## src/rtl/cmd_dvb_demux.sv

```systemverilog
// Store-and-forward DVB command demultiplexer: buffers each input frame, validates
// its header when the frame ends, then replays it unmodified to one of NUM_CH channels.
module cmd_dvb_demux #(
  parameter int         NUM_CH   = 4,
  parameter int         CH_W     = 2,
  parameter logic [7:0] CMD_TYPE = 8'h40,
  parameter int         MAX_LEN  = 256,
  parameter int         BUF_AW   = 9,
  parameter int         DESC_AW  = 3
) (
  input  logic              clk_main,
  input  logic              rst,
  input  logic [7:0]        cmd_din,
  input  logic              cmd_din_en,
  output logic [7:0]        cmd_dout,
  output logic [NUM_CH-1:0] cmd_dout_en,
  output logic              cmd_dout_sof,
  output logic              cmd_dout_eof,
  output logic [CH_W-1:0]   cmd_dout_ch,
  output logic [15:0]       ok_cnt,
  output logic [15:0]       drop_cnt
);
  localparam int LEN_W  = $clog2(MAX_LEN + 1) + 1;
  localparam int BUF_D  = 1 << BUF_AW;
  localparam int DESC_D = 1 << DESC_AW;
  localparam logic [LEN_W-1:0]  MAX_LEN_V = LEN_W'(MAX_LEN);
  localparam logic [LEN_W-1:0]  MIN_LEN_V = LEN_W'(4);
  localparam logic [LEN_W-1:0]  LEN_ONE   = LEN_W'(1);
  localparam logic [7:0]        NUM_CH_V  = 8'(NUM_CH);
  localparam logic [BUF_AW-1:0] PTR_ONE   = BUF_AW'(1);
  localparam logic [DESC_AW-1:0] DPTR_ONE = DESC_AW'(1);
  localparam logic [DESC_AW:0]  CNT_ONE   = (DESC_AW+1)'(1);

  typedef enum logic [1:0] {IDLE, SEND, GAP} rd_state_t;

  function automatic logic [15:0] sat_inc16(input logic [15:0] v);
    return (v == 16'hFFFF) ? v : v + 16'd1;
  endfunction

  function automatic logic [LEN_W-1:0] sat_inc_len(input logic [LEN_W-1:0] v);
    return (v == {LEN_W{1'b1}}) ? v : v + LEN_ONE;
  endfunction

  function automatic logic [NUM_CH-1:0] ch_onehot(input logic [CH_W-1:0] c);
    logic [NUM_CH-1:0] oh;
    oh    = '0;
    oh[c] = 1'b1;
    return oh;
  endfunction

  logic [7:0]        buf_mem [BUF_D];
  logic [BUF_AW-1:0] wr_ptr, rd_ptr, frm_start, used;
  logic              in_frame, bad;
  logic [LEN_W-1:0]  len;
  logic [7:0]        hdr0, hdr1;
  logic              full, wr_en, frm_end, accept, ok_pls, drop_pls;

  logic [CH_W-1:0]    desc_ch  [DESC_D];
  logic [LEN_W-1:0]   desc_len [DESC_D];
  logic [DESC_AW-1:0] dw_ptr, dr_ptr;
  logic [DESC_AW:0]   desc_cnt;
  logic               desc_full, desc_empty, push, pop;

  rd_state_t        state, state_nxt;
  logic             rd_en, first;
  logic [LEN_W-1:0] rem;
  logic [CH_W-1:0]  cur_ch;

  logic [7:0]      data_p0;
  logic            vld_p0, sof_p0, eof_p0;
  logic [CH_W-1:0] ch_p0;

  // One slot is kept free so that wr_ptr == rd_ptr always means empty.
  assign used       = wr_ptr - rd_ptr;
  assign full       = (used == {BUF_AW{1'b1}});
  assign wr_en      = cmd_din_en && !full && !(in_frame && bad);
  assign frm_end    = in_frame && !cmd_din_en;
  assign desc_full  = desc_cnt[DESC_AW];
  assign desc_empty = (desc_cnt == '0);
  assign accept     = frm_end && !bad && !desc_full && (len >= MIN_LEN_V) &&
                      (len <= MAX_LEN_V) && (hdr0 == CMD_TYPE) && (hdr1 < NUM_CH_V);
  assign push       = accept;

  always_ff @(posedge clk_main or posedge rst) begin
    if (rst) begin
      in_frame  <= 1'b0;
      bad       <= 1'b0;
      len       <= '0;
      wr_ptr    <= '0;
      frm_start <= '0;
      ok_pls    <= 1'b0;
      drop_pls  <= 1'b0;
      ok_cnt    <= '0;
      drop_cnt  <= '0;
    end else begin
      ok_pls   <= accept;
      drop_pls <= frm_end && !accept;
      if (ok_pls)   ok_cnt   <= sat_inc16(ok_cnt);
      if (drop_pls) drop_cnt <= sat_inc16(drop_cnt);
      if (cmd_din_en) begin
        in_frame <= 1'b1;
        if (!in_frame) begin
          frm_start <= wr_ptr;
          len       <= LEN_ONE;
          bad       <= full;
        end else begin
          len <= sat_inc_len(len);
          if (full) bad <= 1'b1;
        end
        if (wr_en) wr_ptr <= wr_ptr + PTR_ONE;
      end else if (in_frame) begin
        in_frame <= 1'b0;
        if (!accept) wr_ptr <= frm_start;
      end
    end
  end

  always_ff @(posedge clk_main) begin
    if (wr_en) buf_mem[wr_ptr] <= cmd_din;
    if (cmd_din_en && !in_frame) hdr0 <= cmd_din;
    if (cmd_din_en && in_frame && (len == LEN_ONE)) hdr1 <= cmd_din;
    if (push) begin
      desc_ch[dw_ptr]  <= hdr1[CH_W-1:0];
      desc_len[dw_ptr] <= len;
    end
    data_p0 <= buf_mem[rd_ptr];
  end

  always_ff @(posedge clk_main or posedge rst) begin
    if (rst) begin
      state    <= IDLE;
      dw_ptr   <= '0;
      dr_ptr   <= '0;
      desc_cnt <= '0;
      rd_ptr   <= '0;
      rem      <= '0;
      cur_ch   <= '0;
      first    <= 1'b0;
    end else begin
      state <= state_nxt;
      if (push) dw_ptr <= dw_ptr + DPTR_ONE;
      if (pop)  dr_ptr <= dr_ptr + DPTR_ONE;
      case ({push, pop})
        2'b10:   desc_cnt <= desc_cnt + CNT_ONE;
        2'b01:   desc_cnt <= desc_cnt - CNT_ONE;
        default: ;
      endcase
      if (pop) begin
        rem    <= desc_len[dr_ptr];
        cur_ch <= desc_ch[dr_ptr];
        first  <= 1'b1;
      end else if (rd_en) begin
        rem    <= rem - LEN_ONE;
        rd_ptr <= rd_ptr + PTR_ONE;
        first  <= 1'b0;
      end
    end
  end

  always_comb begin
    state_nxt = state;
    pop       = 1'b0;
    rd_en     = 1'b0;
    case (state)
      IDLE: if (!desc_empty) begin
        pop       = 1'b1;
        state_nxt = SEND;
      end
      SEND: begin
        rd_en = 1'b1;
        if (rem == LEN_ONE) state_nxt = GAP;
      end
      GAP:     state_nxt = IDLE;
      default: state_nxt = IDLE;
    endcase
  end

  always_ff @(posedge clk_main or posedge rst) begin
    if (rst) begin
      vld_p0       <= 1'b0;
      sof_p0       <= 1'b0;
      eof_p0       <= 1'b0;
      ch_p0        <= '0;
      cmd_dout     <= '0;
      cmd_dout_en  <= '0;
      cmd_dout_sof <= 1'b0;
      cmd_dout_eof <= 1'b0;
      cmd_dout_ch  <= '0;
    end else begin
      // Stage p0: buffer read in flight, frame markers travel with it
      vld_p0 <= rd_en;
      sof_p0 <= rd_en && first;
      eof_p0 <= rd_en && (rem == LEN_ONE);
      ch_p0  <= cur_ch;
      // Stage p1: registered outputs
      cmd_dout_en  <= vld_p0 ? ch_onehot(ch_p0) : '0;
      cmd_dout_sof <= sof_p0;
      cmd_dout_eof <= eof_p0;
      if (vld_p0) begin
        cmd_dout    <= data_p0;
        cmd_dout_ch <= ch_p0;
      end
    end
  end
endmodule

```

## config.mk

```make
export PLATFORM = sky130hd
export DESIGN_NAME = cmd_dvb_demux
export DESIGN_NICKNAME = d
export VERILOG_FILES = /design/src/rtl/cmd_dvb_demux.sv
export SDC_FILE = /design/constraint.sdc
export NUM_CORES = 2
export LEC_CHECK = 0
export CORE_MARGIN = 2
export CORE_UTILIZATION = 30
export DETAILED_ROUTE_END_ITERATION = 10
export SLEW_MARGIN = 20
export SYNTH_ARGS = -nofsm -noshare
export SYNTH_HDL_FRONTEND = slang
export SYNTH_MEMORY_MAX_BITS = 65536
export SYNTH_SLANG_ARGS = --single-unit
export TNS_END_PERCENT = 30
```

## constraint.sdc

```tcl
create_clock -name clk_main -period 4.4 [get_ports clk_main]
set_input_delay 1.1 -clock clk_main [delete_from_list [all_inputs] [get_ports clk_main]]
set_output_delay 1.1 -clock clk_main [all_outputs]
set_load 0.005 [all_outputs]
```

==> impl_summary.txt <==
----------------------------------------------------
[Outcome]
  Run status ... completed

[Timing]
  Final worst path period share ... 98.5%
  Maximum clock frequency ... roughly 0.23 GHz
  RSZ-0062 raised after global routing ... false
  Finish-stage setup viols ... 0
  Final count of hold timing violations ... 0
  Worst clock skew on the final layout ... around 100 ps
  Slew HR ... a little under a quarter
  Fin crit period ... approximately 4300 ps
  Fin. max-slew vios ... 0
  Transition time at the pin with the least slew margin ... about 1200 ps

[Critical path]
  Highest cell delay on the worst timing path ... slightly below 600 ps
  Maximum net fanout on the critical path ... 29
  Slowest CP cell ... sky130_fd_sc_hd__dfrtp_4
  Buf+Inv Stages, Crit Path ... 7
  Most Frequent Cell on Critical Path ... sky130_fd_sc_hd__buf_4
  Critical path class ... register to register
  Required time of the worst setup path ... ~5300 ps
  Critical path arrival ... 5200 ps
  Worst-path cell chain ... buf_4, buf_12, buf_12, buf_4, mux4_2, nor2_1, nor2_1, a221oi_1, buf_4, o221ai_1, a21boi_0, buf_4, a32oi_1, buf_4
  Startpoint Class ... register
  Kind of end point of the critical path ... register
  Cell type group with the largest total delay on the critical path ... buffers and inverters

[Synth]
  Cells taking the most area after synthesis ... sky130_fd_sc_hd__edfxtp_1 (75%), sky130_fd_sc_hd__mux4_2 (12%), sky130_fd_sc_hd__mux2i_1 (2.6%)
  Yosys warning count ... 0
  Average footprint of a synthesized cell ... ~20 um^2
  Cell taking the most area after synthesis ... sky130_fd_sc_hd__edfxtp_1
  Post-synthesis async set-or-reset flop share ... 2.75%
  Flip-flop and latch count after synthesis ... about 4300
  Sequential cell area fraction in the yosys report ... around 77%
  Mapped cell area ... 169000 um^2
  Most used flip-flop cell after synthesis ... sky130_fd_sc_hd__edfxtp_1
  Number of cells produced by synthesis ... roughly 8300
  Synth top area share ... 74.7%
  Number of enable-type register cells in the synthesized netlist ... between 4000 and 5000
  Net count after synthesis ... approximately 8300
  Number of distinct library cells after synthesis ... 77

[Place]
  Area after detailed placement ... ~190000 um^2
  Routability cong. ... slightly below 0.9
  Dpl hpwl ... 322000 um
  Dpl cells ... 16300
  Count of buffers inserted at the top-level ports ... 58

[Route]
  Initial DRC count ... approximately 12000
  Drt drc ... 0
  Total number of vias ... approximately 89000
  Post-detailed-route wirelength per cell ... between 20 and 30 um
  Detailed Route WL ... about 500000 um
  Routed vias/inst ... approximately 5.2
  Router iterations before antenna repair ... 5
  Post-route antenna net violation count ... 0

[Power]
  Power Internal ... 81.7 mW
  Sequential Power Share ... 38.1%
  Switching Power ... around 40 mW
  Clk pwr share ... 30.0%
  Total Power ... approximately 120 mW
  Share of power burned in combinational logic ... about a third
  Power per cell area ... just over 600 nW/um^2
  Maximum ir drop on the vdd rail ... around 0.00051 V
  Leakage power total ... about 64 nW
  Net switching share of the total power ... between 30% and 40%

[Floorplanning]
  Ports ... 59
  Vertical die dimension ... roughly 750 um
  Total number of placement rows ... ~280
  Die area ... 570000 um^2
  Starting density of the core ... 30.1%
  Core footprint ... ~560000 um^2
  Die Span X ... roughly 750 um

[Worst hold path]
  Worst hold path type ... register to register

[Global route]
  Met1 demand-to-capacity share in global routing ... between 20% and 30%
  Initial antenna violation count ... 32
  Grt peak-use layer ... met2
  Residual overflow from global routing ... 0
  Met2 routing resource usage after global routing ... 27.6%
  First-pass GRT wire length ... 698000 um
  Fraction of met3 tracks used by global routing ... under 10%
  GR Util All Layers ... between 10% and 20%
  Pin count of the biggest net entering global routing ... roughly 140
  Vias in the first global route ... a little under 90000

[Clocking]
  Clk slew on worst S/H paths ... 60 ps
  CTS tree ... done
  Buffer depth of the longest clock path ... 4
  Number of CTS-inserted buffers ... roughly 430
  Number of clock sinks ... between 4000 and 5000
  Clk root buf ... sky130_fd_sc_hd__clkbuf_16
  Number of levels in the clock H-tree ... 5
  Latest clock arrival within the worst-skew pair ... 1010 ps
  Count of buffers added by post-CTS timing repair for setup ... 0

[Finish]
  Area delta synth->final ... 19.2%
  Filler cell count ... approximately 50000
  Fraction of layout instances using a drive strength above 1 ... between 30% and 40%
  Net count, final ... 9251
  Number of standard cells in the final layout excluding fillers ... between 15000 and 20000
  Area of all placed cells without fillers ... 202000 um^2

[Flow run]
  Number of maximum-capacitance constraint violations ... 0

----------------------------------------------------
## path summary, 6_finish.rpt
| check | start | endpoint | slack [ps] | cells past startpoint |
|---|---|---|---|---|
| max | rd_ptr[0] | data_p0[3] | 70 | 14 |
| min | sof_p0 | cmd_dout_sof | 350 | 0 |
| max reg2reg | rd_ptr[0] | data_p0[3] | 70 | 14 |
| min reg2reg | sof_p0 | cmd_dout_sof | 350 | 0 |
| max in group asynchronous | rst | dr_ptr[1] | 2910 | 3 |
| min in group asynchronous | rst | drop_cnt[5] | 580 | 2 |
## final cells by class
class	instances	area (um^2)	area share (%)
multi-input combinational	3412	38600	19.2
timing repair buffer	1001	10000	4.96
inverter	30	136	0.0676
tap	7479	9360	4.64
clock inverter	261	2680	1.33
sequential	4335	130000	64.2
clock buffer	538	11300	5.62
antenna	11	27.5	0.0136
## Yosys cell counts (10+ instances only)
library cell               number
sky130_fd_sc_hd__a211oi_1      61
sky130_fd_sc_hd__a21oi_1      137
sky130_fd_sc_hd__a221oi_1      57
sky130_fd_sc_hd__a22oi_1      115
sky130_fd_sc_hd__a31oi_1       34
sky130_fd_sc_hd__and2_1        11
sky130_fd_sc_hd__and3_1        18
sky130_fd_sc_hd__buf_1         41
sky130_fd_sc_hd__buf_2        117
sky130_fd_sc_hd__buf_4         74
sky130_fd_sc_hd__buf_6         45
sky130_fd_sc_hd__clkbuf_1     220
sky130_fd_sc_hd__dfrtp_1      119
sky130_fd_sc_hd__edfxtp_1    4208
sky130_fd_sc_hd__ha_1          25
sky130_fd_sc_hd__inv_1         28
sky130_fd_sc_hd__mux2_2        61
sky130_fd_sc_hd__mux2i_1      436
sky130_fd_sc_hd__mux4_2       924
sky130_fd_sc_hd__nand2_1      227
sky130_fd_sc_hd__nand2b_1      10
sky130_fd_sc_hd__nand3_1       90
sky130_fd_sc_hd__nand3_4       14
sky130_fd_sc_hd__nand4_1       19
sky130_fd_sc_hd__nor2_1       640
sky130_fd_sc_hd__nor2b_1       38
sky130_fd_sc_hd__nor3_1        21
sky130_fd_sc_hd__nor4_1        13
sky130_fd_sc_hd__o211ai_1      24
sky130_fd_sc_hd__o21ai_0      129
sky130_fd_sc_hd__o221ai_1      28
sky130_fd_sc_hd__o22ai_1       82
sky130_fd_sc_hd__or3_1         18
sky130_fd_sc_hd__xnor2_1       33
sky130_fd_sc_hd__xor2_1        24
## through the flow
| step | hold WS (ps) | setup TNS, ps | setup WS (ps) | util [%] |
|---|---|---|---|---|
| floorplan | 331 | -61660 | -65.3 | - |
| global placement | 341 | -87.5 | -87.5 | 33.4 |
| detailed placement | 341 | -60.0 | -60.0 | 33.4 |
| CTS | 354 | 0 | 94.3 | 35.9 |
| global route | 355 | 0 | 33.8 | 35.9 |
| finish | 353 | 0 | 66.0 | 35.9 |
## sequential cells by signal, summed over array words and instances, names as in the netlist, 9 cells and up
signal     flops
rd_ptr         9
ok_cnt        16
buf_mem     4096
len           10
frm_start      9
rem           10
desc_ch       16
drop_cnt      16
desc_len      80
wr_ptr         9
## power by group through the flow
stage | Clock, mW | Sequential [mW] | Combinational (mW)
5_1_grt | 38.7 | 46.5 | 40.1
3_5_place_dp | 0 | 47.3 | 38.8
3_3_place_gp | 0 | 47.3 | 38.6
4_1_cts | 37.1 | 46.5 | 39.0
2_1_floorplan | 0 | 47.0 | 21.4
6_report | 36.6 | 46.5 | 39.0
## cell families after synthesis
family | Yosys count | synth area share, %
muxes | 1421 | 15.3
AOI/OAI and AO/OA | 758 | 3.03
adders and majority gates | 27 | 0.209
xor gates and xnor gates | 57 | 0.295
buffers and inverters | 528 | 1.63
and+or+nand+nor | 1149 | 3.01
DFF | 4335 | 76.5
## what timing repair did
action	in CTS	in global routing
hold buffers	0	0
setup endpoints to repair	1	0
gates resized for setup	1	0
hold endpoints to repair	0	0
## layer usage
layer  part of all wire (%)  wire [um]
met1                     39     194000
met2                     48     238000
met3                    9.2      45700
met4                    3.9      19500
met5                  0.016         80
## cells in the final DEF, fill, tap and decap left out, types with 70 or more instances in the layout
cell | synthesis | layout
sky130_fd_sc_hd__mux4_2 | 924 | 924
sky130_fd_sc_hd__clkbuf_1 | 220 | 98
sky130_fd_sc_hd__nand2_1 | 227 | 214
sky130_fd_sc_hd__clkbuf_16 | 0 | 436
sky130_fd_sc_hd__clkinv_2 | 0 | 75
sky130_fd_sc_hd__edfxtp_1 | 4208 | 4208
sky130_fd_sc_hd__nor2_4 | 0 | 127
sky130_fd_sc_hd__o22ai_1 | 82 | 82
sky130_fd_sc_hd__nand3_1 | 90 | 70
sky130_fd_sc_hd__nor2_2 | 0 | 202
sky130_fd_sc_hd__dfrtp_1 | 119 | 113
sky130_fd_sc_hd__o21ai_0 | 129 | 128
sky130_fd_sc_hd__mux2i_1 | 436 | 436
sky130_fd_sc_hd__buf_4 | 74 | 758
sky130_fd_sc_hd__a21oi_1 | 137 | 137
sky130_fd_sc_hd__a22oi_1 | 115 | 115
sky130_fd_sc_hd__buf_12 | 0 | 184
sky130_fd_sc_hd__nor2_1 | 640 | 311
sky130_fd_sc_hd__clkinv_1 | 0 | 93
(Power assumes the default switching activity.)
